File: src/rtl/serial_addsub16_pkg.sv
// Shared definitions for the bit-serial adder/subtractor: default datapath
// width and the sequencer state encoding.
package serial_addsub16_pkg;

    localparam int unsigned ADDSUB_WIDTH = 16;

    typedef enum logic [1:0] {
        IDLE = 2'd0,
        RUN  = 2'd1,
        DONE = 2'd2
    } state_t;

endpackage

File: src/rtl/serial_addsub16_full_adder.sv
// Single-bit full-adder cell; the only arithmetic in the serial adder/subtractor.
module full_adder (
    input  logic a,
    input  logic b,
    input  logic cin,
    output logic sum,
    output logic cout
);

    always_comb begin
        sum  = a ^ b ^ cin;
        cout = (a & b) | (a & cin) | (b & cin);
    end

endmodule

File: src/rtl/serial_addsub16.sv
// Bit-serial WIDTH-bit adder/subtractor: one bit per clock, LSB first, through
// a single full-adder cell; result and flags are presented with a done pulse.
module serial_addsub16
    import serial_addsub16_pkg::*;
#(
    parameter int unsigned WIDTH = ADDSUB_WIDTH
) (
    input  logic             clk,
    input  logic             rst_n,
    input  logic             start,
    input  logic             sub,
    input  logic [WIDTH-1:0] a,
    input  logic [WIDTH-1:0] b,
    output logic             busy,
    output logic             done,
    output logic [WIDTH-1:0] result,
    output logic             carry_out,
    output logic             overflow,
    output logic             zero
);

    localparam int unsigned CW = (WIDTH > 1) ? $clog2(WIDTH) : 1;
    localparam logic [CW-1:0] LAST_BIT = CW'(WIDTH - 1);

    state_t           state;
    state_t           state_next;
    logic [WIDTH-1:0] sa;
    logic [WIDTH-1:0] sb;
    logic             c;
    logic [CW-1:0]    cnt;
    logic             fa_sum;
    logic             fa_cout;
    logic [WIDTH-1:0] res_next;
    logic             last_step;

    full_adder u_fa (
        .a    (sa[0]),
        .b    (sb[0]),
        .cin  (c),
        .sum  (fa_sum),
        .cout (fa_cout)
    );

    always_comb begin
        res_next  = {fa_sum, result[WIDTH-1:1]};
        last_step = (cnt == LAST_BIT);
    end

    always_ff @(posedge clk or negedge rst_n) begin
        if (!rst_n) begin
            state <= IDLE;
        end else begin
            state <= state_next;
        end
    end

    always_comb begin
        state_next = state;
        busy       = 1'b0;
        done       = 1'b0;
        case (state)
            IDLE: begin
                if (start) begin
                    state_next = RUN;
                end
            end
            RUN: begin
                busy = 1'b1;
                if (last_step) begin
                    state_next = DONE;
                end
            end
            DONE: begin
                busy       = 1'b1;
                done       = 1'b1;
                state_next = IDLE;
            end
            default: state_next = IDLE;
        endcase
    end

    always_ff @(posedge clk or negedge rst_n) begin
        if (!rst_n) begin
            sa        <= '0;
            sb        <= '0;
            c         <= 1'b0;
            cnt       <= '0;
            result    <= '0;
            carry_out <= 1'b0;
            overflow  <= 1'b0;
            zero      <= 1'b0;
        end else begin
            case (state)
                IDLE: begin
                    if (start) begin
                        sa  <= a;
                        sb  <= b ^ {WIDTH{sub}};
                        c   <= sub;
                        cnt <= '0;
                    end
                end
                RUN: begin
                    result <= res_next;
                    c      <= fa_cout;
                    sa     <= sa >> 1;
                    sb     <= sb >> 1;
                    cnt    <= cnt + 1'b1;
                    // On the MSB step c is the carry into the MSB, so the
                    // signed-overflow flag is formed directly instead of
                    // keeping a separate c_msb register.
                    if (last_step) begin
                        carry_out <= fa_cout;
                        overflow  <= fa_cout ^ c;
                        zero      <= (res_next == '0);
                    end
                end
                default: ;
            endcase
        end
    end

endmodule

File: config.mk
export PLATFORM = sky130hd
export DESIGN_NAME = serial_addsub16
export DESIGN_NICKNAME = d
export VERILOG_FILES = /design/src/rtl/serial_addsub16_pkg.sv /design/src/rtl/serial_addsub16_full_adder.sv /design/src/rtl/serial_addsub16.sv
export SDC_FILE = /design/constraint.sdc
export NUM_CORES = 1
export LEC_CHECK = 0
export CORE_ASPECT_RATIO = 0.7
export CORE_MARGIN = 2
export CORE_UTILIZATION = 55
export DETAILED_ROUTE_END_ITERATION = 8
export GPL_ROUTABILITY_DRIVEN = 0
export PLACE_DENSITY = 0.85
export RECOVER_POWER = 25
export SLEW_MARGIN = 20
export SYNTH_ARGS = -nofsm -noshare
export SYNTH_HDL_FRONTEND = slang
export SYNTH_SLANG_ARGS = --single-unit
File: constraint.sdc
create_clock -name clk -period 2.16 [get_ports clk]
set_input_delay 0.54 -clock clk [delete_from_list [all_inputs] [get_ports clk]]
set_output_delay 0.54 -clock clk [all_outputs]
set_load 0.01 [all_outputs]
==> results.sh <==
export IMPL_skew_ns=0.00809
export IMPL_path_clk_slew_ns=0.07
export IMPL_synth_nets=283
export IMPL_io_pins=57
export IMPL_slew_limit_headroom_pct=34.5
export IMPL_finalNonFillerCells=372
export IMPL_drtIter0Drc=131
export IMPL_firstDrtPassIters=4
export IMPL_track_usage_pct=21.1
export IMPL_crit_arrival_ns=1.50
export IMPL_synthDistinctLibCells=31
export IMPL_ys_warnings_count=0
export IMPL_syn_cell_area_sq_um=2800
export IMPL_fillers=355
export IMPL_core_region_area_sq_um=4830
export IMPL_reg2regPathDepth=5
export IMPL_die_h_um=63.7
export IMPL_drv_cap=0
export IMPL_fin_setup_tns_ns=0
export IMPL_drc=0
export IMPL_start_util_pct=57.9
export IMPL_worst_pin_slew_ns=0.983
export IMPL_via_count=1948
export IMPL_synth_top_area_share_pct=51.9
export IMPL_grt_pass1_vias=1817
export IMPL_postCtsHoldBufs=0
export IMPL_fin_nets=340
export IMPL_dp_cells=357
export IMPL_ant_nets=0
export IMPL_vdd_drop_max_mv=0.858
export IMPL_wl_per_cell_um=14.3
export IMPL_insertion_delay_ns=0.34
export IMPL_placementRows=21
export IMPL_clk_path_buf_depth=2
export IMPL_crit_slowest_cell="clkdlybuf4s50_1"
export IMPL_crit_buf_inv=2
export IMPL_grt_max_degree=58
export IMPL_crit_path_end_kind="output pin"
export IMPL_clock_sinks=58
export IMPL_cp_required_ns=1.62
export IMPL_grt_first_pass_wirelength_mm=8.87
export IMPL_synth_seq_cells=58
export IMPL_grt_overflow_total=0
export IMPL_path_cells="inv_1, ha_1, clkdlybuf4s50_1"
export IMPL_path_depth=3
export IMPL_clock_tree_root_cell="clkbuf_8"
export IMPL_criticalPathCategory="flip-flop to output pin"
export IMPL_rsz0062_at_grt="no"
export IMPL_fp_dieW_um=89.2
export IMPL_ys_seq_area_share_pct=51.9
export IMPL_finalWirelength_mm=5.33
export IMPL_cp_start_kind="flip-flop"
export IMPL_cp_max_fo=3
export IMPL_utilization_pct=74.2
export IMPL_finalMaxSlewViolations=0
export IMPL_synth_area_leader_cell="dfrtp_1"
export IMPL_antennaDiodeCount=0
export IMPL_dieArea_sq_um=5680
export IMPL_dp_hpwl_mm=3.68
export IMPL_fin_crit_sh_pct=94.7
export IMPL_syn_inst=242
export IMPL_avgSynthCellArea_sq_um=11.6
export IMPL_drive_above_1_share_pct=13.5
export IMPL_final_min_clock_period_ns=2.04
export IMPL_antenna_found_initial=0
export IMPL_leakagePower_uw=0.00160
export IMPL_slowest_delay_ns=0.53
export IMPL_cp_top_family="buffers and inverters"
export IMPL_cts_tree="yes"
export IMPL_setup_violations=0
export IMPL_syn_to_final_growth_pct=28.2
export IMPL_synth_area_top_cells="dfrtp_1 (52%), mux2i_1 (11%), mux2_2 (7.2%)"
export IMPL_cts_buffers=9
export IMPL_hold_viol=0
export IMPL_fmax_mhz=489
export IMPL_viasPerCell=5.24
export IMPL_htree_levels=3
export IMPL_io_buffers=56
export IMPL_powerDensity_nw_per_um2=1420
export IMPL_holdCritPathClass="primary input to asynchronous set/reset pin"
export IMPL_layout_commonest_cell="dfrtp_1"
export IMPL_final_cell_mix="dfrtp_1 (58), clkdlybuf4s50_1 (54), nand2_1 (36)"
export IMPL_outcome="complete, no violations"
## what timing repair did
item,CTS,global route
gates resized for setup,0,1
endpoints found under the hold margin,0,0
setup buffers,0,0
setup endpoints to repair,0,1
## worst paths after layout
check	startpoint	endpoint	slack (ns)
setup / recovery	state[0]	done	0.12
hold / removal	rst_n	state[1]	0.34
min in group clk	sa[3]	sa[3]	0.48
hold reg to reg	sa[3]	sa[3]	0.48
setup reg to reg	state[1]	cnt[3]	0.41
max in group asynchronous	rst_n	result[11]	0.40
## state kept, by name, summed over array words and instances, names as in the netlist
register / cells
cnt: 4
c: 1
carry_out: 1
overflow: 1
sb: 16
state: 2
zero: 1
result: 16
sa: 16
## per-stage QoR
step                power [uW]  hold WS (ns)  area [sq um]  setup slack [ns]
floorplan                 3430         0.244          2800             0.686
global placement          4040         0.462          3420             0.333
detailed placement        4150         0.469          3420             0.239
CTS                       5120         0.138          3600            0.0142
global route              5450         0.411          3590            0.0482
finish                    5080         0.337          3590             0.115
## kinds of logic after synthesis
kind of cell | after synthesis | synth area share, %
flops | 58 | 51.9
mux | 50 | 19.1
simple gates | 49 | 7.56
compound gates | 45 | 9.03
buf+inv | 18 | 4.56
xor+xnor | 17 | 5.32
fa+ha+maj | 5 | 2.50
## routing by layer
| layer | global-route usage [%] | up-vias | part of all wire [%] |
|---|---|---|---|
| met5 | 0 | - | 0 |
| met4 | 6.16 | 0 | 1.8 |
| met3 | 9.04 | 10 | 3.2 |
| met2 | 30.6 | 27 | 48 |
| met1 | 29.0 | 961 | 47 |
| li1 | - | 950 | - |
## worst reg2reg max path: cells and delay by family, from the launching register on
kind            cells  cell delay [ns]
fa+ha+maj           1             0.41
compound gates      1             0.32
flops               1             0.40
mux                 1             0.17
buf+inv             2             0.34
## cell type report
cell class              count  area (sq um)  share of cell area [%]
clock buffers              12           145                    4.05
clock inverters             3          40.0                    1.12
inverters                   3          13.8                   0.384
multi-input cells         166          1220                    34.0
flip-flops and latches     58          1450                    40.5
well taps                  69          86.3                    2.41
repair buffers             61           629                    17.5
## cells in the mapped netlist (all sizes together)
cell type / number
mux2: 18
a21oi: 3
a22oi: 1
inv: 3
fa: 1
ha: 4
nand3: 2
mux2i: 32
o22ai: 1
o21ai: 35
dfrtp: 58
nand2: 36
o31ai: 1
clkbuf: 2
nor4: 4
nand4: 2
a21bo: 1
a22o: 2
nor2b: 1
o41ai: 1
nand2b: 2
buf: 13
xor2: 15
xnor2: 2
nor2: 1
and2: 1
## report_power, final
part | switching [uW] | internal (uW)
registers | 364 | 1590
clock network | 408 | 554
logic | 1010 | 1150
No activity file was read; power rests on OpenSTA's default activity.
==> patch 1, RTL diff (same flow settings) <==
Change the package constant `ADDSUB_WIDTH` from 16 to 8.
--- a/src/rtl/serial_addsub16_pkg.sv
+++ b/src/rtl/serial_addsub16_pkg.sv
@@ -3,5 +3,5 @@
 package serial_addsub16_pkg;
 
-    localparam int unsigned ADDSUB_WIDTH = 16;
+    localparam int unsigned ADDSUB_WIDTH = 8;
 
     typedef enum logic [1:0] {
Ports: changed (resized a, b and result); port bits go from 57 to 33. The function was not compared with the original's and may differ.
==> patch 1 against the original RTL <==
Worst hold slack improved by 0.14 ns; sequential cell count decreased by 25; power decreased by 40%; worst setup slack got worse by 0.028 ns; design area decreased by 42%; routed wire length decreased by 46%; first-iteration DRC count decreased by 85%; synthesized area decreased by 41%.
==> patch 1: results (changes against the original RTL) <==
Tcrit/Tclk final - 95.9% (+1.3 points)
Met2 WL - 1.40 mm (-45%)
Max IR drop VDD - 0.785 mV (-8.5%)
Vias in the first global route - 1144 (-37%)
Share of layout cells above drive strength 1 - 19.1% (+5.5 points)
HP Class - register to register
Wl on met1 - 1.34 mm (-46%)
R2R setup slack - 0.43 ns (+0.02 ns)
Syn nets - 164 (-42%)
All-layer global routing usage - 19.4% (-1.8 points)
Total CTS buffers - 5 (-4)
Routed wl met3 - 110 um (-36%)
Dpl ws - 0.313 ns (+0.0738 ns)
First-pass GRT wire length - 5.14 mm (-42%)
Leakage - 0.000935 uW (-42%)
Fin Hold WS - 0.479 ns (+0.142 ns)
Largest net degree at the start of global routing - 38 (-34%)
Slew HR - 47.1% (+13 points)
Clk_lat worst skew - 0.28 ns (-0.06 ns)
Non-filler cells, final - 209 (-44%)
# Post-CTS Setup Buffers - 0 (unchanged)
FILL cells - 195 (-45%)
Post-synthesis sequential area ratio - 50.2% (-1.7 points)
Post-synthesis cell type count - 21 (-32%)
Outcome - finished, final reports clean
Post-synthesis xor/xnor area fraction - 4.79% (-0.53 points)
Nets@finish - 199 (-41%)
Crit path DAT - 1.53 ns (+0.03 ns)
CP max FO - 3 (unchanged)
Largest family of logic cells by synthesized area - multiplexers
Met1 Usage GRT - 24.1% (-4.8 points)
GR Util met3 - 5.52% (-3.5 points)
Syn_area_per_cell - 11.9 um^2 (+3.1%)
Critical path endpoint - busy
Synth top cells by count - dfrtp_1, nand2_1, mux2i_1
DP HPWL - 2.17 mm (-41%)
DR WL/cell - 13.8 um (-3.5%)
H-tree Lvls - 2 (-1)
Synth area leaders - dfrtp_1, mux2i_1, o21ai_2, mux2_2, nand2_1
Post-synthesis mux area share - 16.7% (-2.5 points)
Vias per std cell - 5.24 (about the same)
Synth Area in Compound Gates - 11.6% (+2.6 points)
Top FF cell, synth - dfrtp_1
RR Endpoint - sb[7]
Biggest regs - result x8, sa x8, sb x8
Port buffer count - 32 (-43%)
Grt met2 use - 32.5% (+2.0 points)
Area after DPL - 2000 um^2 (-42%)
Area share of fa/ha/maj cells after synthesis - 5.02% (+2.5 points)
Initial DRC count - 19 (-85%)
patch 1: cell count changes in the layout (fill, tap and decap cells not counted), moves of 4 or more:
cell / delta
nand2_1: -12
dfrtp_1: -25
o21ai_2: +13
o21ai_0: -24
o21ai_1: -5
xor2_1: -8
mux2i_1: -16
mux2_2: -9
clkbuf_8: -4
clkdlybuf4s50_1: -23
patch 1: report_power, final:
group / leakage (uW) / switching, uW / internal [uW]
logic: 0.000477 / 699 / 772
clock network: 0.0000443 / 206 / 252
registers: 0.000414 / 193 / 906
total: 0.000935 / 1100 / 1930
patch 1: cell type report:
class | count | area [um^2] | area share, %
sequential | 33 | 826 | 39.7
clock buffer | 7 | 86.3 | 4.15
inverter | 4 | 15.0 | 0.722
tap | 36 | 45.0 | 2.17
multi-input combinational | 94 | 742 | 35.7
timing repair buffer | 35 | 365 | 17.6
patch 1: worst min-delay path, cell delays in order (launching register included):
cell and delay, ns:
dfrtp_1 0.34, nand2_1 0.06, o21ai_2 0.05
==> patch 2, RTL diff (same flow settings) <==
Without the edit above. Reset style: synchronous (`rst_n`), changed in 2 clocked blocks.
--- a/src/rtl/serial_addsub16.sv
+++ b/src/rtl/serial_addsub16.sv
@@ -47,5 +47,5 @@
     end
 
-    always_ff @(posedge clk or negedge rst_n) begin
+    always_ff @(posedge clk) begin
         if (!rst_n) begin
             state <= IDLE;
@@ -80,5 +80,5 @@
     end
 
-    always_ff @(posedge clk or negedge rst_n) begin
+    always_ff @(posedge clk) begin
         if (!rst_n) begin
             sa        <= '0;
Function: differs if rst_n is asserted again (counterexample within 4 cycles, from zero or initial values and one cycle with rst_n low); with rst_n held inactive, the same outputs for 10 cycles.
==> patch 2 against the original RTL <==
Sequential share of layout area is 8.0 points lower; routed wire length is 2.5% higher; cell count is 7.5% higher; count of clock-buffer cells in the layout is 1 lower; sequential cell count stayed put; core utilization is 0.30 points higher; design area is 0.14% lower; synthesized area is 1.3% lower; worst setup slack better by 0.065 ns.
Power is not compared: it rests on default switching activity, and its combinational part moved more than twofold at a synthesized area within 25%.
==> patch 2: results (changes against the original RTL) <==
Largest net degree at the start of global routing - 42 (-28%)
First-pass GRT wire length - 9.19 mm (+3.7%)
Reg2Reg Launch Point - state[1]
Total Wirelength - 5.46 mm (+2.5%)
Met2 WL - 2.52 mm (-1.4%)
Share of layout cells above drive strength 1 - 8.16% (-5.4 points)
Crit path largest cell delay - 0.47 ns (-0.06 ns)
FF/Latch Area - 1160 um^2 (-20%)
Wl on met1 - 2.62 mm (+4.8%)
FILL cells - 348 (-2.0%)
Synth area leaders - dfxtp_1, mux2i_1, o211a_1, xor2_1, nor2b_1
Dpl ws - 0.267 ns (+0.0277 ns)
Crit path DAT - 1.44 ns (-0.06 ns)
Post-route clock skew - 0.00678 ns (-0.00131 ns)
Post-synthesis sequential area ratio - 42.0% (-9.8 points)
HP Class - register to register
Initial DRC count - 55 (-58%)
RR Endpoint - carry_out
Synth Area in Compound Gates - 12.6% (+3.6 points)
Post-synthesis xor/xnor area fraction - 5.39% (+0.067 points)
All-layer global routing usage - 21.1% (about the same)
Post-synthesis mux area share - 18.3% (-0.84 points)
Routed wl met3 - 295 um (+72%)
GR Util met3 - 9.31% (+0.26 points)
Grt met2 use - 32.7% (+2.2 points)
Syn nets - 314 (+11%)
Post-CTS sizing - 1 (+1)
Met1 Usage GRT - 27.2% (-1.8 points)
Post-synth ARST share - 0% (-100 points)
Top FF cell, synth - dfxtp_1
Post-synthesis cell type count - 33 (+6.5%)
Outcome - finished, final reports clean
Vias in the first global route - 1993 (+9.7%)
Final worst setup slack - 0.180 ns (+0.0648 ns)
## patch 2: cell types whose count changed in the layout (fill, tap and decap cells not counted), sizes merged, moves of 3 or more
| cell | change |
|---|---|
| mux2 | -17 |
| buf | +3 |
| nand3b | +3 |
| o21ai | -18 |
| o211a | +19 |
| dfxtp | +58 |
| mux2i | +17 |
| dfrtp | -58 |
| nand2 | -13 |
| nand3 | +14 |
| a21boi | +5 |
| nor2b | +18 |
## patch 2: through the flow
| stage | power (uW) | cells | hold WS (ns) |
|---|---|---|---|
| 5_1_grt | 2860 | 400 | 0.479 |
| 2_1_floorplan | 1530 | 273 | 0.430 |
| 6_report | 2740 | 400 | 0.455 |
| 4_1_cts | 2770 | 400 | 0.455 |
| 3_3_place_gp | 1660 | 384 | 0.443 |
| 3_5_place_dp | 1680 | 384 | 0.449 |
## patch 2: final cells by class
type                       count  area share (%)
clock inverter                 5            2.17
clock buffer                  11            3.95
sequential                    58            32.4
inverter                       3           0.314
timing repair buffer          64            17.9
tap                           69            2.41
multi-input combinational    190            40.9
